File: src/rtl/dco_pkg.sv
// rtl/dco_pkg.sv - shared decode modes and half-period decode for the DCO bank
package dco_pkg;

  localparam logic MODE_PRIO = 1'b0;
  localparam logic MODE_BIN  = 1'b1;

  // Priority mode maps the leading one to a half-period; binary mode uses the code with a floor.
  function automatic int dco_half(input logic mode, input logic [31:0] code,
                                  input int prio_base, input int idle_half, input int min_half);
    int p;
    p = 0;
    if (mode == MODE_BIN) begin
      if (int'(code) < min_half) return min_half;
      return int'(code);
    end
    if (code == 32'd0) return idle_half;
    for (int b = 0; b < 32; b++) begin
      if (code[b]) p = b;
    end
    return prio_base + p;
  endfunction

endpackage

File: src/rtl/dco_bank_if.sv
// rtl/dco_bank_if.sv - control, config and output bundle of the DCO bank
interface dco_bank_if #(
  parameter int N_CH   = 2,
  parameter int CODE_W = 8
);
  localparam int CH_W = (N_CH > 1) ? $clog2(N_CH) : 1;

  logic              ena;
  logic [N_CH-1:0]   ch_en;
  logic              sync;
  logic              cfg_we;
  logic [CH_W-1:0]   cfg_ch;
  logic              cfg_mode;
  logic [CODE_W-1:0] cfg_code;
  logic [N_CH-1:0]   dco_out;
  logic [N_CH-1:0]   rise_tick;

  modport master (
    output ena, ch_en, sync, cfg_we, cfg_ch, cfg_mode, cfg_code,
    input  dco_out, rise_tick
  );

  modport slave (
    input  ena, ch_en, sync, cfg_we, cfg_ch, cfg_mode, cfg_code,
    output dco_out, rise_tick
  );
endinterface

File: src/rtl/dco_channel.sv
// rtl/dco_channel.sv - one oscillator channel: shadow config, half-period counter, output, rise tick
module dco_channel
  import dco_pkg::*;
#(
  parameter int CODE_W    = 8,
  parameter int CNT_W     = 8,
  parameter int PRIO_BASE = 3,
  parameter int IDLE_HALF = 50,
  parameter int MIN_HALF  = 1
) (
  input  logic              clk,
  input  logic              rst,
  input  logic              i_ena,
  input  logic              i_ch_en,
  input  logic              i_sync,
  input  logic              i_we,
  input  logic              i_mode,
  input  logic [CODE_W-1:0] i_code,
  output logic              o_out,
  output logic              o_tick
);

  localparam logic [0:0] S_LOW  = 1'b0;
  localparam logic [0:0] S_HIGH = 1'b1;

  logic              r_mode;
  logic [CODE_W-1:0] r_code;
  logic [CNT_W-1:0]  r_hp;
  logic [CNT_W-1:0]  r_cnt;
  logic [0:0]        r_state;
  logic              r_tick;
  logic [CNT_W-1:0]  w_dec;

  assign w_dec = CNT_W'(dco_half(r_mode, 32'(r_code), PRIO_BASE, IDLE_HALF, MIN_HALF));

  // Shadow writes land alongside a boundary reload, so the reload always sees the old shadow.
  always_ff @(posedge clk) begin
    if (rst) begin
      r_mode  <= MODE_PRIO;
      r_code  <= '0;
      r_hp    <= CNT_W'(IDLE_HALF);
      r_cnt   <= '0;
      r_state <= S_LOW;
      r_tick  <= 1'b0;
    end else if (!i_ena) begin
      r_tick <= 1'b0;
    end else begin
      r_tick <= 1'b0;
      if (i_we) begin
        r_mode <= i_mode;
        r_code <= i_code;
      end
      if (i_sync || !i_ch_en) begin
        r_cnt   <= '0;
        r_state <= S_LOW;
        r_hp    <= w_dec;
      end else if (r_cnt == r_hp) begin
        r_cnt   <= '0;
        r_hp    <= w_dec;
        r_state <= (r_state == S_LOW) ? S_HIGH : S_LOW;
        r_tick  <= (r_state == S_LOW);
      end else begin
        r_cnt <= r_cnt + 1'b1;
      end
    end
  end

  assign o_out  = r_state[0];
  assign o_tick = r_tick;

endmodule

File: src/rtl/dco_bank.sv
// rtl/dco_bank.sv - N_CH-channel DCO bank with config address decode
module dco_bank
  import dco_pkg::*;
#(
  parameter int N_CH      = 2,
  parameter int CODE_W    = 8,
  parameter int CNT_W     = 8,
  parameter int PRIO_BASE = 3,
  parameter int IDLE_HALF = 50,
  parameter int MIN_HALF  = 1
) (
  input logic       clk,
  input logic       rst,
  dco_bank_if.slave bus
);

  localparam int CH_W    = (N_CH > 1) ? $clog2(N_CH) : 1;
  localparam int CNT_MAX = (1 << CNT_W) - 1;

  if (N_CH < 1 || N_CH > 8) begin : g_bad_nch
    $error("dco_bank: N_CH must be 1..8");
  end
  if (IDLE_HALF > CNT_MAX || PRIO_BASE + CODE_W - 1 > CNT_MAX || (1 << CODE_W) - 1 > CNT_MAX) begin : g_bad_cnt
    $error("dco_bank: CNT_W too narrow for the decoded half-period");
  end
  if (MIN_HALF < 0 || MIN_HALF > CNT_MAX) begin : g_bad_min
    $error("dco_bank: MIN_HALF out of counter range");
  end

  logic [N_CH-1:0] w_we;
  logic [N_CH-1:0] w_out;
  logic [N_CH-1:0] w_tick;

  // Addresses at or beyond N_CH match no channel, so such writes fall away.
  for (genvar i = 0; i < N_CH; i++) begin : g_ch
    assign w_we[i] = bus.cfg_we && (bus.cfg_ch == CH_W'(i));

    dco_channel #(
      .CODE_W    (CODE_W),
      .CNT_W     (CNT_W),
      .PRIO_BASE (PRIO_BASE),
      .IDLE_HALF (IDLE_HALF),
      .MIN_HALF  (MIN_HALF)
    ) u_ch (
      .clk     (clk),
      .rst     (rst),
      .i_ena   (bus.ena),
      .i_ch_en (bus.ch_en[i]),
      .i_sync  (bus.sync),
      .i_we    (w_we[i]),
      .i_mode  (bus.cfg_mode),
      .i_code  (bus.cfg_code),
      .o_out   (w_out[i]),
      .o_tick  (w_tick[i])
    );
  end

  assign bus.dco_out   = w_out;
  assign bus.rise_tick = w_tick;

endmodule

File: src/flat_wrapper.sv
// flat-port wrapper written by rule: the top's interface ports become plain ports
module dco_bank_flat import dco_pkg::*;
#(
  parameter int N_CH      = 2,
  parameter int CODE_W    = 8,
  parameter int CNT_W     = 8,
  parameter int PRIO_BASE = 3,
  parameter int IDLE_HALF = 50,
  parameter int MIN_HALF  = 1
)
  (clk, rst, bus_ena, bus_ch_en, bus_sync, bus_cfg_we, bus_cfg_ch, bus_cfg_mode, bus_cfg_code, bus_dco_out, bus_rise_tick);
  dco_bank_if #(.N_CH(N_CH), .CODE_W(CODE_W)) bus_i ();
  input logic clk;
  input logic rst;
  input wire logic [$bits(bus_i.ena)-1:0] bus_ena;
  input wire logic [$bits(bus_i.ch_en)-1:0] bus_ch_en;
  input wire logic [$bits(bus_i.sync)-1:0] bus_sync;
  input wire logic [$bits(bus_i.cfg_we)-1:0] bus_cfg_we;
  input wire logic [$bits(bus_i.cfg_ch)-1:0] bus_cfg_ch;
  input wire logic [$bits(bus_i.cfg_mode)-1:0] bus_cfg_mode;
  input wire logic [$bits(bus_i.cfg_code)-1:0] bus_cfg_code;
  output wire logic [$bits(bus_i.dco_out)-1:0] bus_dco_out;
  output wire logic [$bits(bus_i.rise_tick)-1:0] bus_rise_tick;
  assign bus_i.ena = bus_ena;
  assign bus_i.ch_en = bus_ch_en;
  assign bus_i.sync = bus_sync;
  assign bus_i.cfg_we = bus_cfg_we;
  assign bus_i.cfg_ch = bus_cfg_ch;
  assign bus_i.cfg_mode = bus_cfg_mode;
  assign bus_i.cfg_code = bus_cfg_code;
  assign bus_dco_out = bus_i.dco_out;
  assign bus_rise_tick = bus_i.rise_tick;
  dco_bank #(.N_CH(N_CH), .CODE_W(CODE_W), .CNT_W(CNT_W), .PRIO_BASE(PRIO_BASE), .IDLE_HALF(IDLE_HALF), .MIN_HALF(MIN_HALF)) u_core (.clk(clk), .rst(rst), .bus(bus_i));
endmodule
File: config.mk
export PLATFORM = sky130hd
export DESIGN_NAME = dco_bank_flat
export DESIGN_NICKNAME = d
export VERILOG_FILES = /design/src/rtl/dco_pkg.sv /design/src/rtl/dco_bank_if.sv /design/src/rtl/dco_channel.sv /design/src/rtl/dco_bank.sv /design/src/flat_wrapper.sv
export SDC_FILE = /design/constraint.sdc
export NUM_CORES = 1
export LEC_CHECK = 0
export BUFFER_PORTS_ARGS = -buffer_cell sky130_fd_sc_hd__clkbuf_2
export CORE_MARGIN = 2
export CORE_UTILIZATION = 49
export DETAILED_ROUTE_END_ITERATION = 7
export GPL_ROUTABILITY_DRIVEN = 0
export GPL_TIMING_DRIVEN = 0
export PLACE_DENSITY = 0.77
export SYNTH_ARGS = -nofsm -noshare
export SYNTH_HDL_FRONTEND = slang
export SYNTH_SLANG_ARGS = --single-unit
File: constraint.sdc
create_clock -name clk -period 1.6 [get_ports clk]
set_input_delay 0.32 -clock clk [delete_from_list [all_inputs] [get_ports clk]]
set_output_delay 0.32 -clock clk [all_outputs]
set_load 0.005 [all_outputs]
==> out/metrics.cfg, run 1 <==
[status]
status = finished, violations left
violations = setup timing

[synthesis]
yosys_most_used_dff = dfxtp_1
synth_cells = 314
synth.area.top_cells = dfxtp_1 41%, nand2_1 7.2%, a21oi_1 6.2%
yosysMostFrequentCell = dfxtp_1
syn_avg_cell_area_sq_um = 8.43
async_reset_ff_share_pct = 0
synth_nets = 335
ys_ff_latch = 54
synth_top_cell_by_area = dfxtp_1
synth-seq-area-share_pct = 40.9
synth_edf_count = 0
ys_top_cells_by_count = 54 x dfxtp_1, 51 x nand2_1, 33 x a21oi_1
synth_top_area_share_pct = 40.9
synth_cell_type_count = 44
yosys_warnings = 0
netlist_area_sq_um = 2650

[critical_path]
critPathKind = reg -> reg
worstPathCellList = or4_4 > or2_4 > a21oi_1 > o2111ai_2 > o21ai_1
cpMaxStageDelayCell = or4_4
arrival_ns = 1.95
crit_path_end_kind = flop
cp.required_ns = 1.85
startpoint_type = flop
critical_path_buf_inv_count = 0
crit_fanout = 4
max_stage_delay_ns = 0.54
path_delay_family = simple AND/OR/NAND/NOR gates

[sta]
finClkSkew_ns = 0.00945
tightest_slew_ns = 0.580
period_share_pct = 106
fmax_ghz = 0.588
maxSlewHeadroom_pct = 61.4
hold_viol_final = 0
rsz0062_at_grt = true
setup_violations = 6
whs_ns = 0.241
min_period_ns = 1.70
worst_slack_ns = -0.100
slew_viol_final = 0

[clock_network]
numClockSinks = 54
clk_pin_slew_worst_paths_ns = 0.10
cts_tree = done
clkLatencyLatePin_ns = 0.31
cts-htree-levels = 2
cts_buffer_depth = 2
cts_buffers = 5
ctsHoldBuffers = 0
cts_root_buffer = clkbuf_8

[die]
start_util_pct = 51.2
dieArea_sq_um = 6000
die_h_um = 77.5
rows = 26
die_x_um = 77.5
coreArea_sq_um = 5170
ios = 21

[hold_path]
hold_class = in -> reg

[power_and_ir_drop]
p_per_area_nw_per_um2 = 853
ir_worst_vdd_mv = 0.501
p_leak_nw = 1.22

[layout]
diodes = 0
area_delta_synth_final_pct = 23.1
drive_above_1_share_pct = 31.0
stdcell_area_sq_um = 3260
nNetsFinal = 381
final_util_pct = 63.0

[detailed_routing]
vias = 2407
avgRoutedWirePerCell_um = 15.0
postRouteAntennaNets = 0
wirelength_um = 6460
via_per_inst = 5.58
first_iter_violations = 118
first_pass_iters = 4
drc_errors = 0

[placement]
pre_cts_slack_ns = -0.178
io_buffers = 20
hpwl_um = 4220
dpl_cell_area_sq_um = 2850

[grt]
grtUsageTotal_pct = 21.3
grt_max_degree = 16
gr-total-overflow = 0
grt_antenna_before_repair = 0
grt_pass1_wl_um = 10500
grt_pass1_vias = 2246

[flow_run]
maxCapViolCount = 0

layout make-up:
class	count	area (sq um)
Timing Repair Buffer	38	239
Inverter	10	37.5
Sequential cell	54	1120
Tap cell	70	87.6
Multi-Input combinational cell	234	1570
Clock buffer	8	110
Fill cell	445	1910
Buffer	17	91.3
placed cells by master (no fill, tap or decap), drive strengths merged, types with 3 or more instances in the layout:
cell type and n:
inv 9, nand4 9, a21oi 34, ha 4, dfxtp 54, or2 6
clkbuf 38, o21ai 8, nor4 4, a211oi 6, xnor2 16, o2111ai 4
and3 3, buf 25, mux2i 8, nand2 51, nor3 21, nor2 20
or4 6, xor2 14
power by group:
| part | switching (mW) | internal, mW | leakage, nW | total, mW |
|---|---|---|---|---|
| Clock | 0.453 | 0.438 | 0.0575 | 0.891 |
| Sequential | 0.0407 | 1.38 | 0.448 | 1.42 |
| Combinational | 0.250 | 0.215 | 0.713 | 0.465 |
| Total | 0.744 | 2.04 | 1.22 | 2.78 |
tightest hold or removal path: cells and delay by family:
| kind | cells | cell delay [ns] |
|---|---|---|
| and+or+nand+nor | 1 | 0.05 |
| AOI/OAI and AO/OA | 1 | 0.05 |
| buffers and inverters | 1 | 0.09 |
layer usage:
metal	vias to the layer above	global-route usage, %	routed length, um
li1	1195	-	-
met1	1137	27.6	2930
met2	63	35.8	3120
met3	12	3.95	272
met4	0	7.32	140
met5	-	0	0
what timing repair did:
action                                  CTS  global route
gates resized for setup                  31            24
endpoints found under the setup margin   27            34
pin swaps                                17            13
gates cloned                              0             1
buffers inserted                         15             3
kinds of logic after synthesis:
| kind of cell | count (synthesis) | share of synthesized area, % |
|---|---|---|
| XOR/XNOR | 30 | 9.93 |
| adder cells (fa/ha/maj) | 4 | 1.89 |
| buffers and inverters | 27 | 4.73 |
| flip-flops | 54 | 40.9 |
| AND/OR/NAND/NOR | 125 | 23.4 |
| AO/OA/AOI/OAI | 64 | 15.2 |
| multiplexers | 10 | 4.02 |
metrics by stage:
stage	cells	total power, mW	setup TNS, ns
2_1_floorplan	314	1.72	-0.00233
3_3_place_gp	404	1.80	-1.83
3_5_place_dp	404	1.82	-2.49
4_1_cts	427	2.72	-0.324
5_1_grt	431	2.89	-1.55
6_report	431	2.78	-0.359
flip-flops by register name, summed over array words and instances (netlist names):
| signal | flops |
|---|---|
| u_core.g_ch.u_ch.r_hp | 16 |
| u_core.g_ch.u_ch.o_tick | 2 |
| u_core.g_ch.u_ch.r_cnt | 16 |
| u_core.g_ch.u_ch.r_mode | 2 |
| u_core.g_ch.u_ch.r_code | 16 |
| u_core.g_ch.u_ch.o_out | 2 |
final timing paths:
kind                                      start                             to  slack, ns  cells after the start
hold / removal                  bus_cfg_code[1]  u_core.g_ch[1].u_ch.r_code[1]       0.24                      3
setup reg to reg  u_core.g_ch[1].u_ch.r_code[7]    u_core.g_ch[1].u_ch.r_hp[0]      -0.10                      5
hold reg to reg     u_core.g_ch[1].u_ch.r_hp[0]    u_core.g_ch[1].u_ch.r_hp[0]       0.47                      2
setup / recovery  u_core.g_ch[1].u_ch.r_code[7]    u_core.g_ch[1].u_ch.r_hp[0]      -0.10                      5
Note: power is estimated with default switching activity, not from simulation.
==> run 2, diff against run 1 <==
- PLACE_DENSITY: 0.77 -> 0.74
- clock period: 1.6 -> 1.85 ns (I/O delays scaled with it)
==> run 2 against run 1 <==
Against the previous run: the flow now finishes without violations; flip-flop and latch count unchanged; sequential power down 13%; clock power down 22%; combinational power down 32%; non-clock buffer count down 18; wire length down 12%; clock skew up 0.00088 ns; critical path depth unchanged; maximum frequency down 2.2%; total power down 19%; global-route usage down 1.3 points.
==> out/metrics.cfg, run 2 (synthesis gave the netlist of run 1 again) <==
[status]
status = completed

[die]
rows = 26
dieArea_sq_um = 6000
start_util_pct = 51.2
die_x_um = 77.5
ios = 21
coreArea_sq_um = 5170
die_h_um = 77.5

[grt]
grtUsageTotal_pct = 20.0
grt_pass1_vias = 2052
grt_antenna_before_repair = 0
grt_max_degree = 17
grt_pass1_wl_um = 9660
gr-total-overflow = 0

[sta]
min_period_ns = 1.74
setup_violations = 0
slew_viol_final = 0
hold_viol_final = 0
fmax_ghz = 0.575
rsz0062_at_grt = false
tightest_slew_ns = 0.533
maxSlewHeadroom_pct = 64.5
finClkSkew_ns = 0.0103
period_share_pct = 94.0

[layout]
area_delta_synth_final_pct = 12.2
final_common_cell = dfxtp_1
diodes = 0
top_regs = u_core.g_ch.u_ch.r_cnt x16, u_core.g_ch.u_ch.r_code x16, u_core.g_ch.u_ch.r_hp x16
final_util_pct = 57.4
drive_above_1_share_pct = 16.4
mostFrequentLayoutCells = 54 x dfxtp_1, 51 x nand2_1, 33 x a21oi_1, 21 x nor3_1, 20 x clkbuf_2
final_cells = 412
nNetsFinal = 362

[clock_network]
ctsHoldBuffers = 0
cts_root_buffer = clkbuf_8
cts_tree = done
clkLatencyLatePin_ns = 0.31
post_cts_buffers = 0
cts-htree-levels = 2
cts_buffers = 5
clk_pin_slew_worst_paths_ns = 0.10
cts_buffer_depth = 2
numClockSinks = 54

[detailed_routing]
wirelength_um = 5660
postRouteAntennaNets = 0
via_per_inst = 5.43
drc_errors = 0
avgRoutedWirePerCell_um = 13.7
first_pass_iters = 4
vias = 2238
first_iter_violations = 115

[critical_path]
cp.required_ns = 2.06
worstPathCellList = or4_1 > or2_4 > o2111a_1 > o2111ai_1 > o21ai_1
arrival_ns = 1.94
crit_fanout = 4
startpoint_type = flop
crit_path_end_kind = flop
critPathKind = reg -> reg
cpMaxStageDelayCell = or4_1
max_stage_delay_ns = 0.54

[placement]
hpwl_um = 4210
io_buffers = 20
dp_cells = 404

[power_and_ir_drop]
p_per_area_nw_per_um2 = 758
p_leak_nw = 1.09
ir_worst_vdd_mv = 0.409

[hold_path]
hold_class = in -> reg

[flow_run]
maxCapViolCount = 0

-- run 2: cell types whose count changed in the layout (fill, tap and decap cells not counted), sizes merged --
| cell | delta |
|---|---|
| buf | -18 |
| nor2 | -1 |
| clkinv | +1 |
| clkinvlp | +1 |
| clkbuf | -2 |
-- run 2: repair_timing --
action / in CTS / in global routing
gates cloned: 0 / 0
pin swaps: 0 / 0
setup endpoints to repair: 1 / 14
gates resized for setup: 2 / 5
-- run 2: worst max-delay path: cells and delay by family, from the launching register on --
family / cells / cell delay (ns)
flip-flops: 1 / 0.35
AO/OA/AOI/OAI: 3 / 0.45
AND/OR/NAND/NOR: 2 / 0.83
-- run 2: per-stage QoR --
step | hold slack [ns] | cell area, sq um | setup slack (ns) | setup TNS (ns) | total power, mW
3_3_place_gp | 0.448 | 2830 | -0.0135 | -0.0135 | 1.56
6_report | 0.294 | 2970 | 0.112 | 0 | 2.25
3_5_place_dp | 0.454 | 2830 | 0.00992 | 0 | 1.56
5_1_grt | 0.306 | 2970 | 0.00483 | 0 | 2.35
4_1_cts | 0.284 | 2940 | 0.0264 | 0 | 2.26
2_1_floorplan | 0.440 | 2650 | 0.165 | 0 | 1.48
-- run 2: power breakdown --
| group | leakage [nW] | total [mW] | internal (mW) | switching [mW] |
|---|---|---|---|---|
| logic | 0.601 | 0.317 | 0.139 | 0.178 |
| clock network | 0.0472 | 0.698 | 0.302 | 0.396 |
| registers | 0.438 | 1.23 | 1.20 | 0.0355 |
| total | 1.09 | 2.25 | 1.64 | 0.609 |
-- run 2: worst paths after layout --
path                                                    start                            end  slack (ns)  cells past startpoint
worst max-delay path            u_core.g_ch[0].u_ch.r_code[1]    u_core.g_ch[0].u_ch.r_hp[0]        0.11                      5
worst min-delay path                          bus_cfg_code[6]  u_core.g_ch[1].u_ch.r_code[6]        0.29                      3
worst max register to register  u_core.g_ch[0].u_ch.r_code[1]    u_core.g_ch[0].u_ch.r_hp[0]        0.11                      5
worst min register to register    u_core.g_ch[1].u_ch.r_hp[0]    u_core.g_ch[1].u_ch.r_hp[0]        0.48                      2
-- run 2: routing by layer --
layer | share of wire (%) | GRT usage, % | wire length [um]
met4 | 1.2 | 6.96 | 68
met1 | 49 | 26.9 | 2790
met3 | 3.3 | 3.95 | 189
met2 | 46 | 32.0 | 2610
met5 | 0 | 0 | 0
-- run 2: cell type report --
cell class	count	area (sq um)
fillers	466	2200
multi-input cells	233	1480
flip-flops and latches	54	1080
repair buffers	20	100
plain buffers	17	87.6
well taps	70	87.6
clock buffers	6	82.6
inverters	10	37.5
clock inverters	2	12.5
==> run 3, diff against run 2 <==
- CTS_BUF_LIST: not set -> sky130_fd_sc_hd__clkbuf_4 sky130_fd_sc_hd__clkbuf_8
- clock period: 1.85 -> 1.7 ns (I/O delays scaled with it)
==> run 3 against run 2 <==
Against the previous run: the flow now finishes with violations (setup timing); register-to-register slack got worse by 0.12 ns; flip-flop and latch count did not move; critical path depth did not move; clock skew fell by 0.0012 ns; count of clock-buffer cells in the layout did not move; critical path type unchanged; largest cell class unchanged.
==> out/metrics.cfg, run 3 (synthesis gave the netlist of run 1 again) <==
[status]
status = finished, violations left
violations = setup timing

[sta]
period_share_pct = 101
hold_viol_final = 0
slew_viol_final = 0
setup_violations = 1
tightest_slew_ns = 0.532
finClkSkew_ns = 0.00917
rsz0062_at_grt = true
worst_slack_ns = -0.00914
min_period_ns = 1.71
maxSlewHeadroom_pct = 64.6
fmax_ghz = 0.585

[power_and_ir_drop]
power_mw = 2.48
p_per_area_nw_per_um2 = 795
p_leak_nw = 1.15
ir_worst_vdd_mv = 0.437

[layout]
top_regs = u_core.g_ch.u_ch.r_cnt x16, u_core.g_ch.u_ch.r_code x16, u_core.g_ch.u_ch.r_hp x16
nFillCells = 456
ff_latch_area_sq_um = 1110
stdcell_area_sq_um = 3120
area_delta_synth_final_pct = 17.7
mostFrequentLayoutCells = 50 x nand2_1, 41 x dfxtp_1, 31 x a21oi_1, 21 x nor3_1, 20 x clkbuf_2
diodes = 0
drive_above_1_share_pct = 24.2
nNetsFinal = 371
multi_input_area_sq_um = 1530
final_common_cell = nand2_1

[placement]
io_buffers = 20
pre_cts_slack_ns = -0.140
hpwl_um = 4210
dpl_cell_area_sq_um = 2830

[clock_network]
cts_buffers = 5
cts_buffer_depth = 2
ctsHoldBuffers = 0
numClockSinks = 54
clk_pin_slew_worst_paths_ns = 0.10
cts_root_buffer = clkbuf_8
clkLatencyLatePin_ns = 0.32
cts-htree-levels = 2
cts_tree = done

[die]
rows = 26
die_h_um = 77.5
dieArea_sq_um = 6000
start_util_pct = 51.2
ios = 21
coreArea_sq_um = 5170
die_x_um = 77.5

[grt]
grt_antenna_before_repair = 0
grt_max_degree = 17
grt_pass1_vias = 2091
gr-total-overflow = 0
grt_pass1_wl_um = 9780
grtUsageTotal_pct = 20.2

[detailed_routing]
first_pass_iters = 4
via_per_inst = 5.46
first_iter_violations = 106
wirelength_um = 5960
avgRoutedWirePerCell_um = 14.2
drc_errors = 0
vias = 2298
postRouteAntennaNets = 0

[critical_path]
crit_path_end_kind = flop
arrival_ns = 1.92
crit_fanout = 5
critPathKind = reg -> reg
cp.required_ns = 1.91
startpoint_type = flop

[hold_path]
hold_class = in -> reg

[flow_run]
maxCapViolCount = 0

## run 3: changes by cell type in the layout (fill, tap and decap cells not counted), moves of 2 or more
cell / delta
buf_4: +9
dfxtp_4: +4
o2111ai_2: +2
dfxtp_1: -13
a21oi_1: -2
o2111ai_1: -2
dfxtp_2: +9
## run 3: critical path, stage by stage, from the launching register on
cell	delay, ns
dfxtp_4	0.37
or4_4	0.54
or2_4	0.29
o2111a_1	0.16
o2111ai_2	0.17
o21ai_1	0.08
## run 3: area by class of cell
cell class                 count  area share [%]
inverter                      10            1.20
clock inverter                 2           0.402
multi-input combinational    233            49.2
timing repair buffer          29            5.38
buffer                        17            2.81
sequential                    54            35.5
clock buffer                   6            2.65
tap                           70            2.81
## run 3: stage by stage
step                std cells  util (%)  setup TNS [ns]  hold slack, ns
CTS                       415      58.1         -0.0191           0.252
finish                    421      60.2        -0.00914           0.257
detailed placement        404      54.8           -1.51           0.454
global placement          404      54.8           -1.44           0.448
floorplan                 314         -               0           0.440
global route              421      60.2          -0.127           0.269
## run 3: power by group
part / switching [mW] / internal [mW] / total, mW
clock network: 0.431 / 0.328 / 0.759
logic: 0.209 / 0.170 / 0.379
registers: 0.0370 / 1.30 / 1.34
total: 0.676 / 1.80 / 2.48
## run 3: per-layer routing
layer	share of wire, %	up-vias	wire length, um	global-route usage (%)
li1	-	1173	-	-
met1	47	1064	2780	27.1
met2	47	51	2800	32.7
met3	4.4	10	264	3.95
met4	1.8	0	109	6.96
met5	0	-	0	0
## run 3: path summary, 6_finish.rpt
path                                                    start                       endpoint  slack, ns  cells past startpoint
worst min register to register  u_core.g_ch[0].u_ch.r_code[0]  u_core.g_ch[0].u_ch.r_code[0]       0.47                      2
worst max-delay path            u_core.g_ch[0].u_ch.r_code[5]    u_core.g_ch[0].u_ch.r_hp[0]     -0.009                      5
worst min-delay path                          bus_cfg_code[6]  u_core.g_ch[1].u_ch.r_code[6]       0.26                      3
worst max register to register  u_core.g_ch[0].u_ch.r_code[5]    u_core.g_ch[0].u_ch.r_hp[0]     -0.009                      5
## run 3: repair_timing
| item | 4_1_cts | 5_1_grt |
|---|---|---|
| setup buffers | 3 | 6 |
| resized for setup | 16 | 19 |
| endpoints found under the setup margin | 25 | 29 |
| pin swaps | 1 | 14 |
